==> src/rtl/ma_pkg.sv <==
// Shared definitions for the moving-average filter and its downstream result buffer.
package ma_pkg;

  localparam int DW = 16;

  typedef logic signed [DW-1:0] sample_t;

  typedef enum logic [2:0] {
    AVG_NONE = 3'b000,
    AVG_2PT  = 3'b001,
    AVG_3PT  = 3'b010,
    AVG_4PT  = 3'b011,
    AVG_8PT  = 3'b100,
    AVG_16PT = 3'b101
  } avg_mode_e;

endpackage

==> src/rtl/ma_fifo_core.sv <==
// First-word fall-through FIFO storage: wrapping pointers, occupancy counter, full/empty.
module ma_fifo_core
  import ma_pkg::*;
#(
  parameter int DW    = ma_pkg::DW,
  parameter int DEPTH = 8,
  parameter int AW    = $clog2(DEPTH),
  parameter int LW    = AW + 1
) (
  input  logic          clk,
  input  logic          rst_n,
  input  logic          flush,
  input  logic          wr_en,
  input  logic [DW-1:0] wr_data,
  input  logic          rd_en,
  output logic [DW-1:0] rd_data,
  output logic [LW-1:0] level,
  output logic          full,
  output logic          empty
);

  logic [DW-1:0] mem [DEPTH];
  logic [AW-1:0] wr_ptr, rd_ptr;
  logic          wr_ok, rd_ok;

  assign full  = (level == LW'(DEPTH));
  assign empty = (level == '0);

  // A write into a full FIFO is only legal when the head leaves in the same cycle.
  assign rd_ok = rd_en & ~empty;
  assign wr_ok = wr_en & (~full | rd_ok);

  always_ff @(posedge clk) begin
    if (rst_n && !flush && wr_ok) mem[wr_ptr] <= wr_data;
  end

  always_ff @(posedge clk) begin
    if (!rst_n || flush) begin
      wr_ptr <= '0;
      rd_ptr <= '0;
      level  <= '0;
    end else begin
      if (wr_ok) wr_ptr <= wr_ptr + 1'b1;
      if (rd_ok) rd_ptr <= rd_ptr + 1'b1;
      case ({wr_ok, rd_ok})
        2'b10:   level <= level + 1'b1;
        2'b01:   level <= level - 1'b1;
        default: level <= level;
      endcase
    end
  end

  assign rd_data = mem[rd_ptr];

endmodule

==> src/rtl/ma_result_buffer.sv <==
// Captures filter output pulses into a FIFO, streams them out valid/ready,
// and tracks min/max of accepted samples plus a saturating drop count.
module ma_result_buffer
  import ma_pkg::*;
#(
  parameter int DW    = ma_pkg::DW,
  parameter int DEPTH = 8,
  parameter int CNT_W = 8
) (
  input  logic                     clk,
  input  logic                     rst_n,
  input  logic                     enable,
  input  logic                     clear,
  input  logic signed [DW-1:0]     in_data,
  input  logic                     in_valid,
  input  logic                     out_ready,
  output logic signed [DW-1:0]     out_data,
  output logic                     out_valid,
  output logic [$clog2(DEPTH):0]   level,
  output logic                     overflow,
  output logic [CNT_W-1:0]         drop_cnt,
  output logic                     stat_valid,
  output logic signed [DW-1:0]     stat_min,
  output logic signed [DW-1:0]     stat_max
);

  localparam int LW = $clog2(DEPTH) + 1;

  logic          push, pop, accept, drop;
  logic          full, empty;
  logic [DW-1:0] head;

  assign push   = enable & in_valid;
  assign pop    = out_valid & out_ready;
  assign accept = push & (~full | pop);
  assign drop   = push & full & ~pop;

  ma_fifo_core #(.DW(DW), .DEPTH(DEPTH), .LW(LW)) u_core (
    .clk     (clk),
    .rst_n   (rst_n),
    .flush   (clear),
    .wr_en   (accept),
    .wr_data (in_data),
    .rd_en   (pop),
    .rd_data (head),
    .level   (level),
    .full    (full),
    .empty   (empty)
  );

  // Memory is never reset, so hide its contents while nothing is buffered.
  assign out_valid = ~empty;
  assign out_data  = out_valid ? $signed(head) : '0;

  always_ff @(posedge clk) begin
    if (!rst_n || clear) begin
      overflow   <= 1'b0;
      drop_cnt   <= '0;
      stat_valid <= 1'b0;
      stat_min   <= '0;
      stat_max   <= '0;
    end else begin
      if (drop) begin
        overflow <= 1'b1;
        if (drop_cnt != '1) drop_cnt <= drop_cnt + 1'b1;
      end
      if (accept) begin
        stat_valid <= 1'b1;
        if (!stat_valid || in_data < stat_min) stat_min <= in_data;
        if (!stat_valid || in_data > stat_max) stat_max <= in_data;
      end
    end
  end

endmodule

==> config.mk <==
export PLATFORM = sky130hd
export DESIGN_NAME = ma_result_buffer
export DESIGN_NICKNAME = d
export VERILOG_FILES = /design/src/rtl/ma_pkg.sv /design/src/rtl/ma_fifo_core.sv /design/src/rtl/ma_result_buffer.sv
export SDC_FILE = /design/constraint.sdc
export NUM_CORES = 1
export LEC_CHECK = 0
export ABC_AREA = 1
export BUFFER_PORTS_ARGS = -buffer_cell sky130_fd_sc_hd__buf_2
export CORE_AREA = 2 2 169 171
export CTS_CLUSTER_DIAMETER = 50
export DETAILED_ROUTE_END_ITERATION = 8
export DIE_AREA = 0 0 171 173
export MAX_ROUTING_LAYER = met4
export PLACE_DENSITY_LB_ADDON = 0.08
export SKIP_CTS_REPAIR_TIMING = 1
export SYNTH_ARGS = -nofsm -noshare
export SYNTH_HDL_FRONTEND = slang
export SYNTH_SLANG_ARGS = --single-unit
export TNS_END_PERCENT = 30
==> constraint.sdc <==
create_clock -name clk -period 7.4 [get_ports clk]
set_input_delay 1.11 -clock clk [delete_from_list [all_inputs] [get_ports clk]]
set_output_delay 1.11 -clock clk [all_outputs]
set_load 0.01 [all_outputs]
==> run_results.csv, run 1 <==
group,metric,value,unit
logic_synthesis,async_reset_ff_share,0,%
flow_run,drv_cap,0,
route,postRouteAntennaNets,0,
sta,timing.hold.ws,0.460,ns
placed_design,io_buffers,84,
floorplan,placement_rows,61,
logic_synthesis,synth_edf_count,128,
clocking,cts_max_level,4,
setup_path,arrival,2.63,ns
logic_synthesis,synth_ff_type,"edfxtp_1",
setup_path,critPathLaunchType,"flop",
clocking,cts_root_buf,"clkbuf_16",
sta,worstMarginPinSlew,1.17,ns
floorplan,core_area,27600,um^2
placed_design,dpl.hpwl,13.7,mm
setup_path,crit_path_max_fanout,33,
route,wirelength,22.0,mm
grt,grt_overflow_total,0,
logic_synthesis,synthCells,852,
finish,drive_above_1_share,15.8,%
setup_path,cp-end-kind,"output pin",
floorplan,die_h,173,um
min_path,hp-class,"flop to flop",
grt,grt_first_pass_wirelength,34.3,mm
logic_synthesis,ys.warnings.count,0,
sta,min_period,3.74,ns
floorplan,start_util,29.9,%
route,via_per_inst,4.58,
run_status,status,"complete, no violations",
floorplan,io_pins,85,
grt,antenna_found_initial,0,
clocking,tritoncts,"built",
sta,tns,0,ns
finish,syn_to_final_growth,16.9,%
placed_design,place.gp.congestion,0.722,
finish,n_fill_cell,2922,
route,drc,0,
clocking,cts.sinks,183,
grt,grt_pass1_vias,5889,
route,vias,6036,
logic_synthesis,yosys.cell_types.count,31,
logic_synthesis,syn-num-nets,912,
clocking,cts_made_buffers,17,
floorplan,die_area,29600,um^2
setup_path,worstSetupPathType,"flop to output pin",
power_and_ir_drop,p_leak,3.68,nW
finish,antenna_cells,0,
finish,finalInstanceArea,9640,um^2
route,wl_per_cell,16.7,um
power_and_ir_drop,intPower,1.60,mW
sta,setup_violations,0,
grt,grt_max_degree,70,
power_and_ir_drop,ir_drop,0.0984,mV
logic_synthesis,ys_ff_latch,183,
finish,final_util,34.9,%
sta,fmaxAchievable,267,MHz
placed_design,dpl_cell_area,9090,um^2
finish,final_cells,1319,
power_and_ir_drop,p_clk_share,40.3,%
power_and_ir_drop,seqPwrFrac,51.4,%
sta,relSlewSlack,21.8,%
sta,rsz0062_at_grt,"no",
finish,layout_common_cells,"nor2_1 (158), edfxtp_1 (128), nand2_1 (89), inv_1 (86)",
placed_design,dp_cells,1287,
logic_synthesis,avgSynthCellArea,9.68,um^2
finish,multi_input_area,2810,um^2
power_and_ir_drop,share_comb_of_total_power,8.3,%
sta,slew_violations,0,
route,firstDrtPassIters,4,
power_and_ir_drop,cellPowerDensity,224,nW/um^2
power_and_ir_drop,p_sw,0.558,mW
clocking,clkLatencyLatePin,0.44,ns
logic_synthesis,synth_area,8250,um^2
finish,fin_nets,988,
grt,grt_usage,15.7,%
setup_path,cp.required,6.29,ns
finish,layout_commonest_cell,"nor2_1",
floorplan,die_w,171,um
route,drt_iter0_drc,287,
logic_synthesis,seq_area_frac_synth,59.9,%
clocking,cts.reportedPaths.clkPinSlew,0.07,ns
finish,regArea,4950,um^2
sta,hold_viol_final,0,
sta,min_period_over_period,50.6,%
power_and_ir_drop,switching_share,25.8,%
sta,finalClockSkew,0.0155,ns
clocking,cts_buffer_depth,2,
[area by class of cell]
type                       count  share of cell area [%]
sequential                   183                    51.3
multi-input combinational    539                    29.2
timing repair buffer          99                    5.53
tap                          378                    4.91
clock buffer                  18                    4.45
inverter                      88                    3.43
clock inverter                14                    1.22
[synth_stat cells, drive strengths merged, types with 20 or more instances]
master	n	area [um^2]
dfxtp	55	1100
a21oi	58	294
clkbuf	22	82.6
buf	20	113
ha	37	463
inv	88	330
nor2	161	609
nand2	93	359
edfxtp	128	3840
nand3	45	235
o21ai	93	465
[power by group through the flow]
stage | clock, mW | combinational, mW | sequential [mW]
5_1_grt | 0.931 | 0.208 | 1.11
6_report | 0.870 | 0.180 | 1.11
2_1_floorplan | 0 | 0.109 | 1.14
4_1_cts | 0.894 | 0.184 | 1.11
3_5_place_dp | 0 | 0.184 | 1.13
3_3_place_gp | 0 | 0.183 | 1.13
[metal layers]
metal,up-vias,part of all wire (%),track usage [%]
met5,-,0,-
met4,0,1.0,3.92
met3,19,2.4,2.20
met2,84,47,24.3
met1,2876,50,21.7
li1,3057,-,-
[cells by family after synthesis]
| logic type | share of synthesized area, % |
|---|---|
| AO/OA/AOI/OAI | 12.0 |
| XOR/XNOR | 0.106 |
| adder cells (fa/ha/maj) | 5.85 |
| buffers and inverters | 6.37 |
| flip-flops | 59.9 |
| AND/OR/NAND/NOR | 15.7 |
[state kept, by name (all words and copies together) (netlist names), named ones only]
register       cells
u_core.mem       128
stat_min          16
u_core.rd_ptr      3
overflow           1
u_core.level       4
u_core.wr_ptr      3
stat_valid         1
stat_max          16
drop_cnt           8
[critical path, cell delays in order, from the launching register on]
cell and delay, ns:
dfxtp_1 0.30, buf_4 0.26, inv_1 0.34, buf_4 0.37, o21ai_0 0.16, o22ai_1 0.16, o21ai_0 0.09, a31oi_1 0.31
buf_2 0.20
[stage by stage]
step	total power, mW	worst slack [ns]
2_1_floorplan	1.25	4.15
3_3_place_gp	1.32	3.46
3_5_place_dp	1.32	3.42
4_1_cts	2.19	3.51
5_1_grt	2.25	3.41
6_report	2.16	3.66
[path summary, 6_finish.rpt]
| kind | to | slack [ns] | from | depth (start not counted) |
|---|---|---|---|---|
| min reg2reg | drop_cnt[7] | 0.46 | drop_cnt[7] | 2 |
| max reg2reg | u_core.mem[7][15] | 4.24 | u_core.level[1] | 8 |
| min | drop_cnt[7] | 0.46 | drop_cnt[7] | 2 |
| max | out_data[5] | 3.66 | flop | 8 |
Note: power is estimated with default switching activity, not from simulation.
==> inputs of run 2 (changes only) <==
clock period = 3.6 ns   (was 7.4 ns; I/O delays follow)
==> run_results.csv, run 2 (same netlist as run 1, synthesis figures left out) <==
group,metric,value,unit
sta,min_period_over_period,80.9,%
clocking,cts.sinks,183,
floorplan,core_area,27600,um^2
route,wirelength,21.9,mm
setup_path,crit_path_max_incr_delay,0.52,ns
floorplan,die_h,173,um
sta,fmaxAchievable,343,MHz
sta,worstMarginPinSlew,0.824,ns
finish,antenna_cells,0,
grt,antenna_found_initial,0,
setup_path,crit_path_max_fanout,41,
power_and_ir_drop,p_leak,3.73,nW
power_and_ir_drop,switching_share,26.3,%
grt,grt_max_degree,66,
sta,min_period,2.91,ns
floorplan,io_pins,85,
setup_path,worstPathCellList,"inv_2 -> buf_4 -> o21ai_0 -> o22ai_1 -> o21ai_0 -> a31oi_1 -> buf_2",
setup_path,cp-end-kind,"output pin",
sta,slew_violations,0,
route,vias,6046,
placed_design,dpl.hpwl,13.8,mm
run_status,status,"complete, no violations",
floorplan,die_w,171,um
power_and_ir_drop,intPower,3.32,mW
grt,grt_first_pass_wirelength,34.1,mm
finish,largest_register,"u_core.mem",
route,drc,0,
route,wl_per_cell,16.5,um
placed_design,place.gp.congestion,0.711,
power_and_ir_drop,share_comb_of_total_power,8.3,%
grt,grt_pass1_vias,5870,
route,via_per_inst,4.56,
clocking,cts_root_buf,"clkbuf_16",
grt,grt_overflow_total,0,
floorplan,placement_rows,61,
clocking,cts_buffer_depth,2,
route,firstDrtPassIters,7,
power_and_ir_drop,cellPowerDensity,464,nW/um^2
floorplan,start_util,29.9,%
setup_path,crit_top_cell,"o21ai_0",
setup_path,cp_slowest_cell,"inv_2",
setup_path,cp.required,3.06,ns
route,postRouteAntennaNets,0,
setup_path,regToRegStartpoint,"u_core.level[1]",
placed_design,io_buffers,84,
sta,rsz0062_at_grt,"no",
setup_path,critPathLaunchType,"flop",
min_path,min_from,"enable",
power_and_ir_drop,seqPwrFrac,50.6,%
sta,finalClockSkew,0.0165,ns
finish,drive_above_1_share,16.5,%
finish,reg.largest.list,"u_core.mem (128), stat_max (16), stat_min (16)",
sta,hold_viol_final,0,
sta,relSlewSlack,45.0,%
power_and_ir_drop,ir_drop,0.235,mV
clocking,clkLatencyLatePin,0.44,ns
sta,tns,0,ns
floorplan,die_area,29600,um^2
clocking,cts_max_level,4,
power_and_ir_drop,p_sw,1.19,mW
setup_path,worstSetupPathType,"flop to output pin",
setup_path,arrival,2.37,ns
sta,timing.hold.ws,0.411,ns
finish,fin_nets,994,
clocking,cts.reportedPaths.clkPinSlew,0.08,ns
finish,syn_to_final_growth,17.9,%
clocking,tritoncts,"built",
finish,layout_commonest_cell,"nor2_1",
clocking,cts_made_buffers,17,
finish,layout_common_cells,"nor2_1 (158), edfxtp_1 (128), nand2_1 (89), inv_1 (86)",
grt,grt_usage,15.5,%
power_and_ir_drop,p_clk_share,41.1,%
sta,setup_violations,0,
finish,largest_reg_flops,128,
flow_run,drv_cap,0,
route,drt_iter0_drc,404,
min_path,hp-class,"primary input to flop",
-- run 2: worst max-delay path: cells and delay by family (launching register included) --
kind / cells / cell delay [ns]
buffers and inverters: 3 / 1.02
AOI/OAI and AO/OA: 4 / 0.59
DFF: 1 / 0.32
-- run 2: metrics by stage --
stage                     power, mW  instance area [um^2]  utilization (%)  worst slack, ns  instances
after floorplan                2.56                  8250                -            0.920        852
after global placement         2.71                  9150             33.1            0.727       1293
after detailed placement       2.71                  9150             33.1            0.724       1293
after CTS                      4.57                  9730             35.2            0.614       1325
after global routing           4.71                  9730             35.2            0.507       1325
final                          4.51                  9730             35.2            0.689       1325
-- run 2: layer usage --
layer  up-vias  GRT usage [%]  part of all wire [%]
met5         -              -                     0
met4         0           2.93                  0.69
met3         9           2.66                   3.0
met2        94           23.6                    46
met1      2864           22.0                    51
li1       3079              -                     -
-- run 2: layout make-up --
| cell class | count | area, um^2 |
|---|---|---|
| Fill cell | 2896 | 17900 |
| Sequential cell | 183 | 4950 |
| Multi-Input combinational cell | 539 | 2810 |
| Timing Repair Buffer | 105 | 591 |
| Tap cell | 378 | 473 |
| Clock buffer | 17 | 425 |
| Inverter | 88 | 330 |
| Clock inverter | 15 | 151 |
-- run 2: final timing paths --
path                                        end  slack, ns  cells past startpoint
worst max-delay path                out_data[2]       0.69                      7
worst min-delay path                   overflow       0.41                      3
worst max register to register  u_core.level[3]       1.12                     14
worst min register to register         overflow       0.45                      2
-- run 2: power groups by stage --
| stage | clock (mW) | combinational, mW | sequential (mW) |
|---|---|---|---|
| global placement | 0 | 0.380 | 2.33 |
| detailed placement | 0 | 0.381 | 2.33 |
| CTS | 1.90 | 0.382 | 2.28 |
| floorplan | 0 | 0.224 | 2.34 |
| global route | 1.99 | 0.430 | 2.29 |
| finish | 1.85 | 0.374 | 2.28 |
==> inputs of run 3 (changes only) <==
clock period = 2.85 ns   (was 3.6 ns; I/O delays follow)
==> run_results.csv, run 3 (same netlist as run 1, synthesis figures left out) <==
group,metric,value,unit
setup_path,cp_top_family,"buffers and inverters",
sta,worstMarginPinSlew,0.639,ns
route,drt_iter0_drc,393,
floorplan,placement_rows,61,
min_path,min_path_cells,3,
setup_path,crit_top_cell,"o21ai_0",
setup_path,critPathLaunchType,"flop",
placed_design,pre_cts_slack,0.337,ns
setup_path,rr_worst_depth,15,
sta,min_period_over_period,90.1,%
grt,antenna_found_initial,0,
setup_path,arrival,2.14,ns
floorplan,die_h,173,um
sta,relSlewSlack,57.3,%
sta,tns,0,ns
grt,grt_usage,15.6,%
floorplan,start_util,29.9,%
clocking,cts_root_buf,"clkbuf_16",
min_path,min_to,"overflow",
floorplan,io_pins,85,
setup_path,cp_num_cells,7,
finish,layout_commonest_cell,"nor2_1",
route,postRouteAntennaNets,0,
placed_design,dpl.hpwl,14.3,mm
finish,antenna_cells,0,
grt,grt_max_degree,65,
setup_path,cp.buffers_inverters,3,
clocking,clkLatencyLatePin,0.42,ns
min_path,min_from,"enable",
sta,fmaxAchievable,389,MHz
finish,largest_register,"u_core.mem",
setup_path,crit_path_max_fanout,30,
route,via_per_inst,4.52,
sta,rsz0062_at_grt,"no",
route,wirelength,21.9,mm
grt,grt_overflow_total,0,
setup_path,r2r_slack,0.51,ns
route,firstDrtPassIters,4,
finish,final_util,36.0,%
sta,timing.hold.ws,0.293,ns
finish,syn_to_final_growth,20.4,%
power_and_ir_drop,total_power,5.89,mW
power_and_ir_drop,p_leak,3.83,nW
floorplan,die_w,171,um
route,drc,0,
placed_design,io_buffers,84,
finish,largest_reg_flops,128,
setup_path,crit_path_max_incr_delay,0.40,ns
clocking,cts_made_buffers,17,
sta,fin_ws,0.282,ns
flow_run,drv_cap,0,
placed_design,place.gp.congestion,0.725,
setup_path,cp-end-kind,"output pin",
finish,n_fill_cell,2873,
clocking,cts_buffer_depth,2,
sta,min_period,2.57,ns
setup_path,worstSetupPathType,"flop to output pin",
sta,hold_viol_final,0,
setup_path,cp_slowest_cell,"inv_2",
clocking,cts_max_level,4,
run_status,status,"complete, no violations",
setup_path,cp.required,2.42,ns
finish,final_cells,1338,
sta,finalClockSkew,0.0123,ns
finish,reg.largest.list,"u_core.mem (128), stat_max (16), stat_min (16)",
finish,layout_common_cells,"nor2_1 (158), edfxtp_1 (128), nand2_1 (89), inv_1 (86)",
sta,setup_violations,0,
floorplan,die_area,29600,um^2
placed_design,dp_cells,1306,
finish,drive_above_1_share,17.3,%
sta,slew_violations,0,
setup_path,rr_endpoint,"u_core.level[3]",
clocking,cts.reportedPaths.clkPinSlew,0.07,ns
power_and_ir_drop,cellPowerDensity,593,nW/um^2
clocking,tritoncts,"built",
min_path,hp-class,"primary input to flop",
floorplan,core_area,27600,um^2
setup_path,worstPathCellList,"inv_2 -> buf_4 -> o21ai_0 -> o22ai_1 -> o21ai_0 -> a31oi_1 -> buf_2",
route,wl_per_cell,16.4,um
finish,finalInstanceArea,9940,um^2
grt,grt_first_pass_wirelength,34.1,mm
grt,grt_pass1_vias,5943,
setup_path,regToRegStartpoint,"u_core.level[1]",
clocking,cts.sinks,183,
finish,fin_nets,1007,
placed_design,dpl_cell_area,9310,um^2
route,vias,6053,
power_and_ir_drop,ir_drop,0.328,mV
run 3: changes by cell type in the layout (fill, tap and decap cells not counted), sizes merged:
cell,before,now
buf,105,118
bufinv,0,4
clkbuf,17,18
clkinv,3,4
inv,98,92
run 3: cell type report:
| class | count | area (um^2) | area share [%] |
|---|---|---|---|
| Sequential cell | 183 | 4950 | 49.8 |
| Multi-Input combinational cell | 539 | 2810 | 28.3 |
| Timing Repair Buffer | 118 | 751 | 7.56 |
| Tap cell | 378 | 473 | 4.76 |
| Clock buffer | 18 | 429 | 4.32 |
| Inverter | 88 | 330 | 3.32 |
| Clock inverter | 14 | 195 | 1.96 |
run 3: worst max path at each step:
stage | start | to | slack, ns
floorplan | u_core.level[1] | u_core.mem[1][0] | 0.21
global placement | in_data[11] | stat_max[8] | 0.40
detailed placement | in_data[11] | stat_max[13] | 0.34
CTS | flop | out_data[0] | 0.19
global route | flop | out_data[0] | 0.08
finish | flop | out_data[0] | 0.28
run 3: per-layer routing:
layer / global-route usage [%] / wire length [um] / share of wire (%)
met5: - / 0 / 0
met1: 21.3 / 10800 / 49
met2: 24.4 / 10200 / 46
met3: 2.40 / 696 / 3.2
met4: 3.85 / 203 / 0.93
run 3: power breakdown:
group | internal [mW] | leakage (nW) | switching [mW]
sequential | 2.86 | 1.60 | 0.0216
clock | 1.48 | 0.298 | 1.05
combinational | 0.168 | 1.93 | 0.312
total | 4.51 | 3.83 | 1.38
run 3: tightest hold or removal path: stages:
cell,delay (ns)
buf_2,0.11
nand3_2,0.09
a21oi_1,0.06
